## src/rtl/adc_pkg.sv

```systemverilog
// adc_pkg: shared types and helpers for the dual-slope ADC counter slice.
//   bcd_t       - one BCD decade
//   phase_e     - counter phase, INTEG (0) / DEINT (1)
//   BCD_MAX     - largest legal decade value
//   bcd_to_seg7 - active-low gfedcba decoder, used when CONTADOR_SEG7_EN is defined
package adc_pkg;

  typedef logic [3:0] bcd_t;

  typedef enum logic {
    PHASE_INTEG = 1'b0,
    PHASE_DEINT = 1'b1
  } phase_e;

  localparam bcd_t BCD_MAX = 4'd9;

  // Active-low segments, bit order {g,f,e,d,c,b,a}; any non-BCD code blanks.
  function automatic logic [6:0] bcd_to_seg7(input bcd_t d);
    logic [6:0] seg;
    case (d)
      4'd0:    seg = 7'b1000000;
      4'd1:    seg = 7'b1111001;
      4'd2:    seg = 7'b0100100;
      4'd3:    seg = 7'b0110000;
      4'd4:    seg = 7'b0011001;
      4'd5:    seg = 7'b0010010;
      4'd6:    seg = 7'b0000010;
      4'd7:    seg = 7'b1111000;
      4'd8:    seg = 7'b0000000;
      4'd9:    seg = 7'b0010000;
      default: seg = 7'b1111111;
    endcase
    return seg;
  endfunction

endpackage

```

## src/rtl/contador_rampa_dupla_if.sv

```systemverilog
// contador_rampa_dupla_if: signal bundle between the switch-control FSM side
// (master) and the time-base counter (slave).
//   en_0, clr, Vint_z         : FSM/comparator -> counter
//   en_3, count_bcd, result_bcd,
//   result_valid, overflow,
//   phase                     : counter -> FSM/readout
//   seg7                      : counter -> display, only with CONTADOR_SEG7_EN
interface contador_rampa_dupla_if #(
  parameter int NUM_DIGITS = 3
);
  logic                      en_0;
  logic                      clr;
  logic                      Vint_z;
  logic                      en_3;
  logic [4*NUM_DIGITS-1:0]   count_bcd;
  logic [4*NUM_DIGITS-1:0]   result_bcd;
  logic                      result_valid;
  logic                      overflow;
  logic                      phase;
`ifdef CONTADOR_SEG7_EN
  logic [7*NUM_DIGITS-1:0]   seg7;
`endif

  modport master (
    output en_0, clr, Vint_z,
    input  en_3, count_bcd, result_bcd, result_valid, overflow, phase
`ifdef CONTADOR_SEG7_EN
    , input seg7
`endif
  );

  modport slave (
    input  en_0, clr, Vint_z,
    output en_3, count_bcd, result_bcd, result_valid, overflow, phase
`ifdef CONTADOR_SEG7_EN
    , output seg7
`endif
  );

endinterface

```

## src/rtl/bcd_digit.sv

```systemverilog
// bcd_digit: one decade of the BCD counter.
//   clk, reset (sync, active-low), clr (sync clear)
//   inc_in    : increment this decade
//   q         : current decade value 0..9
//   carry_out : inc_in while at 9, i.e. this decade wraps this cycle
module bcd_digit
  import adc_pkg::*;
(
  input  logic clk,
  input  logic reset,
  input  logic clr,
  input  logic inc_in,
  output bcd_t q,
  output logic carry_out
);

  bcd_t q_q, q_d;

  assign carry_out = inc_in && (q_q == BCD_MAX);
  assign q         = q_q;

  always_comb begin
    q_d = q_q;
    if (clr) begin
      q_d = '0;
    end else if (inc_in) begin
      q_d = (q_q == BCD_MAX) ? '0 : q_q + 4'd1;
    end
  end

  always_ff @(posedge clk) begin
    if (!reset) q_q <= '0;
    else        q_q <= q_d;
  end

endmodule

```

## src/rtl/contador_rampa_dupla.sv

```systemverilog
// contador_rampa_dupla: BCD time base and result register of the dual-slope ADC.
// Counts while en_0 is high; the first full-scale wrap ends integration
// (en_3 pulse, phase -> DEINT); a Vint_z rising edge in DEINT captures the
// count into result_bcd (result_valid pulse) and freezes the counter.
//   clk, reset        : clock, synchronous active-low reset
//   bus (slave)       : en_0, clr, Vint_z in; en_3, count_bcd, result_bcd,
//                       result_valid, overflow, phase out
// Optional: define CONTADOR_SEG7_EN to add bus.seg7, active-low 7-segment
// view of result_bcd registered one cycle later.
module contador_rampa_dupla
  import adc_pkg::*;
#(
  parameter int NUM_DIGITS = 3,
  parameter bit SAT_ON_OVF = 1'b1
) (
  input  logic                   clk,
  input  logic                   reset,
  contador_rampa_dupla_if.slave  bus
);

  logic [NUM_DIGITS:0]       inc;     // inc[i] increments decade i; inc[NUM_DIGITS] = full-scale wrap
  logic [4*NUM_DIGITS-1:0]   count;
  logic                      capture;
  logic                      wrap;

  phase_e                    phase_q, phase_d;
  logic                      en3_q, en3_d;
  logic                      rv_q, rv_d;
  logic                      ovf_q, ovf_d;
  logic                      pend_q, pend_d;
  logic                      done_q, done_d;
  logic                      vzp_q, vzp_d;
  logic [4*NUM_DIGITS-1:0]   result_q, result_d;

  for (genvar g = 0; g < NUM_DIGITS; g++) begin : g_digit
    bcd_digit u_digit (
      .clk       (clk),
      .reset     (reset),
      .clr       (bus.clr),
      .inc_in    (inc[g]),
      .q         (count[4*g +: 4]),
      .carry_out (inc[g+1])
    );
  end

  // Capture outranks counting, so the decades see no increment on the
  // capture cycle and result_bcd gets the pre-increment value.
  assign capture = (phase_q == PHASE_DEINT) && !done_q && bus.en_0 && bus.Vint_z && !vzp_q;
  assign inc[0]  = bus.en_0 && !done_q && !capture && !bus.clr;
  assign wrap    = inc[NUM_DIGITS];

  always_comb begin
    phase_d  = phase_q;
    en3_d    = 1'b0;
    rv_d     = 1'b0;
    result_d = result_q;
    ovf_d    = ovf_q;
    pend_d   = pend_q;
    done_d   = done_q;
    // Edge register keeps sampling through clr so a Vint_z already high is
    // never mistaken for a fresh edge once DEINT starts.
    vzp_d    = bus.en_0 ? bus.Vint_z : vzp_q;

    if (bus.clr) begin
      phase_d = PHASE_INTEG;
      pend_d  = 1'b0;
      done_d  = 1'b0;
    end else if (capture) begin
      result_d = (SAT_ON_OVF && pend_q) ? {NUM_DIGITS{BCD_MAX}} : count;
      ovf_d    = pend_q;
      pend_d   = 1'b0;
      rv_d     = 1'b1;
      done_d   = 1'b1;
    end else if (wrap) begin
      if (phase_q == PHASE_INTEG) begin
        phase_d = PHASE_DEINT;
        en3_d   = 1'b1;
      end else begin
        pend_d  = 1'b1;
      end
    end
  end

  always_ff @(posedge clk) begin
    if (!reset) begin
      phase_q  <= PHASE_INTEG;
      en3_q    <= 1'b0;
      rv_q     <= 1'b0;
      result_q <= '0;
      ovf_q    <= 1'b0;
      pend_q   <= 1'b0;
      done_q   <= 1'b0;
      vzp_q    <= 1'b0;
    end else begin
      phase_q  <= phase_d;
      en3_q    <= en3_d;
      rv_q     <= rv_d;
      result_q <= result_d;
      ovf_q    <= ovf_d;
      pend_q   <= pend_d;
      done_q   <= done_d;
      vzp_q    <= vzp_d;
    end
  end

  assign bus.en_3         = en3_q;
  assign bus.count_bcd    = count;
  assign bus.result_bcd   = result_q;
  assign bus.result_valid = rv_q;
  assign bus.overflow     = ovf_q;
  assign bus.phase        = phase_q;

`ifdef CONTADOR_SEG7_EN
  logic [7*NUM_DIGITS-1:0] seg7_q;

  always_ff @(posedge clk) begin
    if (!reset) begin
      seg7_q <= '1;
    end else begin
      for (int unsigned i = 0; i < NUM_DIGITS; i++) begin
        seg7_q[7*i +: 7] <= bcd_to_seg7(result_q[4*i +: 4]);
      end
    end
  end

  assign bus.seg7 = seg7_q;
`endif

endmodule

```

## src/flat_wrapper.sv

```systemverilog
// flat-port wrapper written by rule: the top's interface ports become plain ports
module contador_rampa_dupla_flat import adc_pkg::*;
#(
  parameter int NUM_DIGITS = 3,
  parameter bit SAT_ON_OVF = 1'b1
)
  (clk, reset, bus_en_0, bus_clr, bus_Vint_z, bus_en_3, bus_count_bcd, bus_result_bcd, bus_result_valid, bus_overflow, bus_phase);
  contador_rampa_dupla_if #(.NUM_DIGITS(NUM_DIGITS)) bus_i ();
  input  logic clk;
  input  logic reset;
  input wire logic [$bits(bus_i.en_0)-1:0] bus_en_0;
  input wire logic [$bits(bus_i.clr)-1:0] bus_clr;
  input wire logic [$bits(bus_i.Vint_z)-1:0] bus_Vint_z;
  output wire logic [$bits(bus_i.en_3)-1:0] bus_en_3;
  output wire logic [$bits(bus_i.count_bcd)-1:0] bus_count_bcd;
  output wire logic [$bits(bus_i.result_bcd)-1:0] bus_result_bcd;
  output wire logic [$bits(bus_i.result_valid)-1:0] bus_result_valid;
  output wire logic [$bits(bus_i.overflow)-1:0] bus_overflow;
  output wire logic [$bits(bus_i.phase)-1:0] bus_phase;
  assign bus_i.en_0 = bus_en_0;
  assign bus_i.clr = bus_clr;
  assign bus_i.Vint_z = bus_Vint_z;
  assign bus_en_3 = bus_i.en_3;
  assign bus_count_bcd = bus_i.count_bcd;
  assign bus_result_bcd = bus_i.result_bcd;
  assign bus_result_valid = bus_i.result_valid;
  assign bus_overflow = bus_i.overflow;
  assign bus_phase = bus_i.phase;
  contador_rampa_dupla #(.NUM_DIGITS(NUM_DIGITS), .SAT_ON_OVF(SAT_ON_OVF)) u_core (.clk(clk), .reset(reset), .bus(bus_i));
endmodule
```

## config.mk

```make
export PLATFORM = sky130hd
export DESIGN_NAME = contador_rampa_dupla_flat
export DESIGN_NICKNAME = d
export VERILOG_FILES = /design/src/rtl/adc_pkg.sv /design/src/rtl/contador_rampa_dupla_if.sv /design/src/rtl/bcd_digit.sv /design/src/rtl/contador_rampa_dupla.sv /design/src/flat_wrapper.sv
export SDC_FILE = /design/constraint.sdc
export NUM_CORES = 1
export LEC_CHECK = 0
export BUFFER_PORTS_ARGS = -buffer_cell sky130_fd_sc_hd__buf_4
export CAP_MARGIN = 10
export CORE_MARGIN = 2
export CORE_UTILIZATION = 49
export CTS_BUF_LIST = sky130_fd_sc_hd__clkbuf_8
export CTS_CLUSTER_DIAMETER = 150
export DETAILED_ROUTE_END_ITERATION = 16
export GPL_ROUTABILITY_DRIVEN = 1
export PLACE_DENSITY_LB_ADDON = 0.15
export SYNTH_ARGS = -nofsm -noshare
export SYNTH_HDL_FRONTEND = slang
export SYNTH_SLANG_ARGS = --single-unit
```

## constraint.sdc

```tcl
create_clock -name clk -period 1.45 [get_ports clk]
set_input_delay 0.29 -clock clk [delete_from_list [all_inputs] [get_ports clk]]
set_output_delay 0.29 -clock clk [all_outputs]
set_load 0.02 [all_outputs]
```

==> impl_metrics.ini, run 1 <==
[synth]
yosys.area_share.simple_pct = 34.34
synthTopCellsByArea = dfxtp_1 46%, nor2_1 4.4%, a21boi_1 3.9%
synth_warnings = 0
synth_top_area_cell = dfxtp_1
ys_seq_area_share_pct = 45.55
synth-xor-area-share_pct = 2.571
synth.area.mux_share_pct = 2.938
synth_async_sr_flop_share_pct = 0
synth_fa_ha_area_share_pct = 0
synth_edf_count = 0
synth_compound_gate_area_share_pct = 10.56
yosysUniqueCellTypes = 35
avgSynthCellArea_um2 = 8.848
syn_area_um2 = 1363
netlist.area_leader.share_pct = 45.55
netlist_instances = 154
synth_top_family_by_area = simple AND/OR/NAND/NOR gates
ys_ff_latch = 31
synthFlopType = dfxtp_1
synth_fp_nets = 159

[place]
gp_congestion = 0.8658
hpwlAfterDp_um = 2363
post_dp_cell_area_um2 = 1788
io_buffers = 32
place_ws_ps = -122.3

[clock_tree]
cts_buffer_depth = 2
cts_sinks = 31
h-tree-depth = 2
cts_tree = built
clkLatencyLatePin_ps = 290
cts-root-buf = clkbuf_8
cts_setup_buffers = 0
clk_pin_slew_worst_paths_ps = 70
numCtsBuffers = 5
postCtsHoldBufs = 0

[route]
ant_nets = 0
routedWlPerCell_um = 13.64
drc = 0
drt_first_pass_iters = 4
routed_wl_um = 3246
vias_per_cell = 5.420
vias = 1290
drt_iter0_markers = 47

[sta]
relSlewSlack_pct = 65.49
period_needed_ps = 1394
timing.final.ws_setup_ps = 56.32
fin_crit_sh_pct = 96.12
setup_viol_count_final = 0
finalSetupTns_ps = 0
finClkSkew_ps = 7.939
worst_pin_slew_ps = 516.9
finalHoldViolations = 0
timing.fmax_ghz = 0.7175
slew_viol_final = 0

[floorplanning]
core-area_um2 = 2686
dieArea_um2 = 3218
core.rowCount = 19
start_util_pct = 50.72
num_io_pins = 33
die_w_um = 56.73
die_y_um = 56.73

[finish]
regArea_um2 = 638.1
multiInputGateArea_um2 = 719.4
area_delta_synth_final_pct = 40.59
fillers = 214
antenna_cells = 0
fin_area_um2 = 1916
fin_util_pct = 71.31
final_nets = 211
drive_gt1_share_pct = 39.13

[worst_setup_path]
end_kind = flip-flop
path_cells = and4bb_2 -> nand3_4 -> or4_4 -> a21oi_1
cp_num_buf_inv = 0
crit_path_max_fanout = 4
slowest_stage = or4_4
cp-startpoint = u_core.done_q
critPathKind = flip-flop to flip-flop
cpPeakStageDelay_ps = 410
critical_path_arrival_ps = 1610
worstPathRequired_ps = 1670
worst_setup_path_start_kind = flip-flop
cp_top_family = simple AND/OR/NAND/NOR gates
rr_startpoint = u_core.done_q

[status]
outcome = completed

[power]
ir_worst_vdd_mv = 0.7454
power_density_nw_per_um2 = 842.6
leakage_uw = 0.0008117

[global_route]
track_usage_pct = 22.53
grt_pass1_vias = 1209
antenna_found_initial = 0
overflow = 0
grt_max_degree = 17
grt_pass1_wl_um = 5506

[worst_hold_path]
min_from = bus_Vint_z
hp-class = input pin to flip-flop

[flow_run]
cap_violations = 0
worst min-delay path, cell delays in order:
cell and delay [ps]:
buf_4 80, mux2i_1 60, nor2b_1 110
worst paths after layout:
check | end | slack (ps) | cells past startpoint
hold reg to reg | u_core.bus.en_3 | 450 | 1
hold / removal | u_core.vzp_q | 290 | 3
setup reg to reg | u_core.g_digit[2].u_digit.q[0] | 60 | 4
setup / recovery | u_core.g_digit[2].u_digit.q[0] | 60 | 4
routing by layer:
layer | vias up | global-route usage, % | wire length [µm]
met2 | 29 | 35.05 | 1594
met3 | 7 | 8.065 | 169
met4 | 0 | 9.302 | 61
met1 | 614 | 28.21 | 1421
li1 | 640 | - | -
met5 | - | 0 | 0
cell families (layout without fill, tap and decap cells):
kind of cell / count (synthesis) / in the layout
and+or+nand+nor: 79 / 79
DFF: 31 / 31
AOI/OAI and AO/OA: 23 / 23
buffers and inverters: 13 / 66
xor gates and xnor gates: 4 / 4
muxes: 4 / 4
report_power, final:
part / internal [µW] / switching, µW / leakage, µW
clock network: 375 / 324 / 0.0000524
registers: 850 / 1.61 / 0.000255
logic: 33.7 / 29.7 / 0.000504
cells in the mapped netlist (2+ instances only):
cell type,n
a21boi_1,7
a21oi_1,8
and4bb_1,2
buf_2,2
clkbuf_1,7
dfxtp_1,31
inv_1,3
mux2i_1,4
nand2_1,13
nand2b_1,3
nand3b_1,5
nand4_1,3
nor2_1,16
nor2b_1,6
nor3_1,7
nor3b_1,7
o21ai_0,4
or3_1,7
xnor2_1,2
xor2_1,2
layout by cell type (no fill, tap or decap), drive strengths merged:
master	synthesis	routed
a21boi	7	7
a21oi	8	8
a31oi	1	1
and2	1	1
and3	1	1
and4b	1	1
and4bb	3	3
buf	3	55
clkbuf	7	6
clkinv	0	1
dfxtp	31	31
inv	3	4
mux2i	4	4
nand2	13	13
nand2b	3	3
nand3	2	2
nand3b	5	5
nand4	3	3
nand4b	1	1
nor2	16	16
nor2b	6	6
nor3	8	8
nor3b	7	7
nor4	1	1
o21a	1	1
o21ai	4	4
o21ba	1	1
o31ai	1	1
or3	7	7
or4	1	1
xnor2	2	2
xor2	2	2
layout make-up:
| class | instances | area share [%] |
|---|---|---|
| repair buffers | 55 | 21.75 |
| flip-flops and latches | 31 | 33.31 |
| inverters | 3 | 0.5879 |
| multi-input cells | 110 | 37.56 |
| clock inverters | 2 | 0.4572 |
| well taps | 31 | 2.025 |
| clock buffers | 6 | 4.311 |
what timing repair did:
action,in CTS,in global routing
pin swaps,0,8
endpoints found under the hold margin,0,0
setup endpoints to repair,1,14
gates cloned,0,0
gates resized for setup,1,8
stage by stage:
stage	instances	hold slack [ps]	total power [µW]
global route	238	309.7	1666
detailed placement	230	438.4	933.5
finish	238	292.1	1614
global placement	230	431.1	932.1
CTS	238	295.2	1613
floorplan	154	456.3	901.6
sequential cells by signal, indices dropped and copies added, names as in the netlist:
name and flops:
u_core.done_q 1, u_core.bus.overflow 1, u_core.bus.result_valid 1, u_core.g_digit.u_digit.q 12, u_core.bus.result_bcd 12, u_core.vzp_q 1, u_core.bus.phase 1, u_core.bus.en_3 1
u_core.pend_q 1
No activity file was read; power rests on OpenSTA's default activity.
==> inputs of run 2 (changes only) <==
Settings changed: CORE_UTILIZATION 49 to 36, MAX_ROUTING_LAYER set to met4.
==> run 2 against run 1 <==
  * The flow now finishes with violations (negative setup slack)
  * Sequential share of layout area shrank 2.1 points
  * Combinational power rose by 7.6%
  * Register-to-register slack worse by 110 ps
  * Worst setup slack worse by 110 ps
  * Highest routed layer unchanged
  * Power up 2.7%
  * Clock power rose by 5.2%
==> impl_metrics.ini, run 2 (same netlist as run 1, synthesis figures left out) <==
[global_route]
grt-busiest-layer = met2
track_usage_pct = 17.32
grt_util_met2_pct = 26.15
overflow = 0
met1_usage_pct = 21.61
grt_pass1_wl_um = 5464
grt_pass1_vias = 1174
antenna_found_initial = 0
grt_use_met3_pct = 5.308
grt_max_degree = 16

[worst_setup_path]
cpPeakStageDelay_ps = 390
crit_path_max_fanout = 4
critPathKind = flip-flop to flip-flop
worst_setup_path_start_kind = flip-flop
path_cells = and4bb_2 -> nand4_1 -> or3_1 -> a21oi_2
critical_path_arrival_ps = 1720
cp_num_buf_inv = 0
worstPathRequired_ps = 1670
slowest_stage = or3_1
cp_top_family = simple AND/OR/NAND/NOR gates
end_kind = flip-flop

[route]
drt_first_pass_iters = 5
vias_per_cell = 4.897
routedWlPerCell_um = 13.03
vias = 1278
drc = 0
drt_iter0_markers = 55
routed_wl_um = 3402
ant_nets = 0

[clock_tree]
cts_tree = built
clkLatencyLatePin_ps = 280
h-tree-depth = 2
cts_sinks = 31
cts_buffer_depth = 2
clk_pin_slew_worst_paths_ps = 60
cts-root-buf = clkbuf_8
numCtsBuffers = 5

[finish]
layout_common_cells = 55 x buf_4, 21 x dfxtp_1, 14 x nor2_1
drive_gt1_share_pct = 46.01
fin_area_um2 = 2052
layout_commonest_cell = buf_4
fillers = 338
area_delta_synth_final_pct = 50.60
final_nets = 217
antenna_cells = 0

[sta]
timing.final.ws_setup_ps = -51.63
fin_crit_sh_pct = 103.6
finalSetupTns_ps = -51.63
relSlewSlack_pct = 64.32
timing.fmax_ghz = 0.6659
finClkSkew_ps = 3.740
fin_hold_ws_ps = 298.6
slew_viol_final = 0
period_needed_ps = 1502
rsz0062_at_grt = yes
worst_pin_slew_ps = 534.5
setup_viol_count_final = 1
finalHoldViolations = 0

[floorplanning]
core-area_um2 = 3661
die_y_um = 65.52
die_w_um = 65.52
num_io_pins = 33
start_util_pct = 37.22
dieArea_um2 = 4293
core.rowCount = 22

[power]
leakage_uw = 0.0008582
ir_worst_vdd_mv = 0.4344
power_uw = 1657
power_density_nw_per_um2 = 807.5

[place]
gp_congestion = 0.8509
io_buffers = 32
post_dp_cell_area_um2 = 1809
place_ws_ps = -89.70
hpwlAfterDp_um = 2374

[flow_run]
cap_violations = 0

[status]
outcome = complete, but fails checks
violations = negative setup slack

[worst_hold_path]
hp-class = input pin to flip-flop
run 2: final timing paths:
| path | cells after the start | to | startpoint | slack [ps] |
|---|---|---|---|---|
| setup / recovery | 4 | u_core.g_digit[2].u_digit.q[1] | u_core.g_digit[0].u_digit.q[1] | -50 |
| hold / removal | 3 | u_core.vzp_q | bus_Vint_z | 300 |
| setup reg to reg | 4 | u_core.g_digit[2].u_digit.q[1] | u_core.g_digit[0].u_digit.q[1] | -50 |
| hold reg to reg | 1 | u_core.bus.en_3 | u_core.bus.phase | 450 |
run 2: area by class of cell:
type | count | area, µm² | area share (%)
Multi-Input combinational cell | 110 | 759.5 | 37.01
Inverter | 3 | 11.26 | 0.5488
Clock inverter | 1 | 3.754 | 0.1829
Timing Repair Buffer | 61 | 480.5 | 23.41
Clock buffer | 7 | 96.34 | 4.695
Tap cell | 48 | 60.06 | 2.927
Sequential cell | 31 | 640.6 | 31.22
run 2: worst reg2reg max path, stage by stage (launching register included):
cell      delay, ps
dfxtp_4         340
and4bb_2        350
nand4_1         230
or3_1           390
a21oi_2         130
run 2: stage by stage:
| step | utilization (%) | std cells |
|---|---|---|
| 2_1_floorplan | - | 154 |
| 3_3_place_gp | 49.42 | 247 |
| 3_5_place_dp | 49.42 | 247 |
| 4_1_cts | 52.70 | 257 |
| 5_1_grt | 56.05 | 261 |
| 6_report | 56.05 | 261 |
run 2: per-layer routing:
metal,routed length (µm),up-vias
met5,0,-
li1,-,651
met1,1570,592
met3,168,6
met4,51,0
met2,1612,29
run 2: timing repair:
| item | CTS | global route |
|---|---|---|
| gates cloned | 0 | 1 |
| resized for setup | 1 | 27 |
| hold buffers | 0 | 0 |
| endpoints found under the setup margin | 10 | 22 |
| pin swaps | 6 | 15 |
| buffers inserted | 2 | 3 |
run 2: where the power goes:
part	leakage, µW	switching, µW	internal [µW]
combinational	0.000547	31.5	36.7
sequential	0.000256	2.58	851
clock	0.0000557	310	426
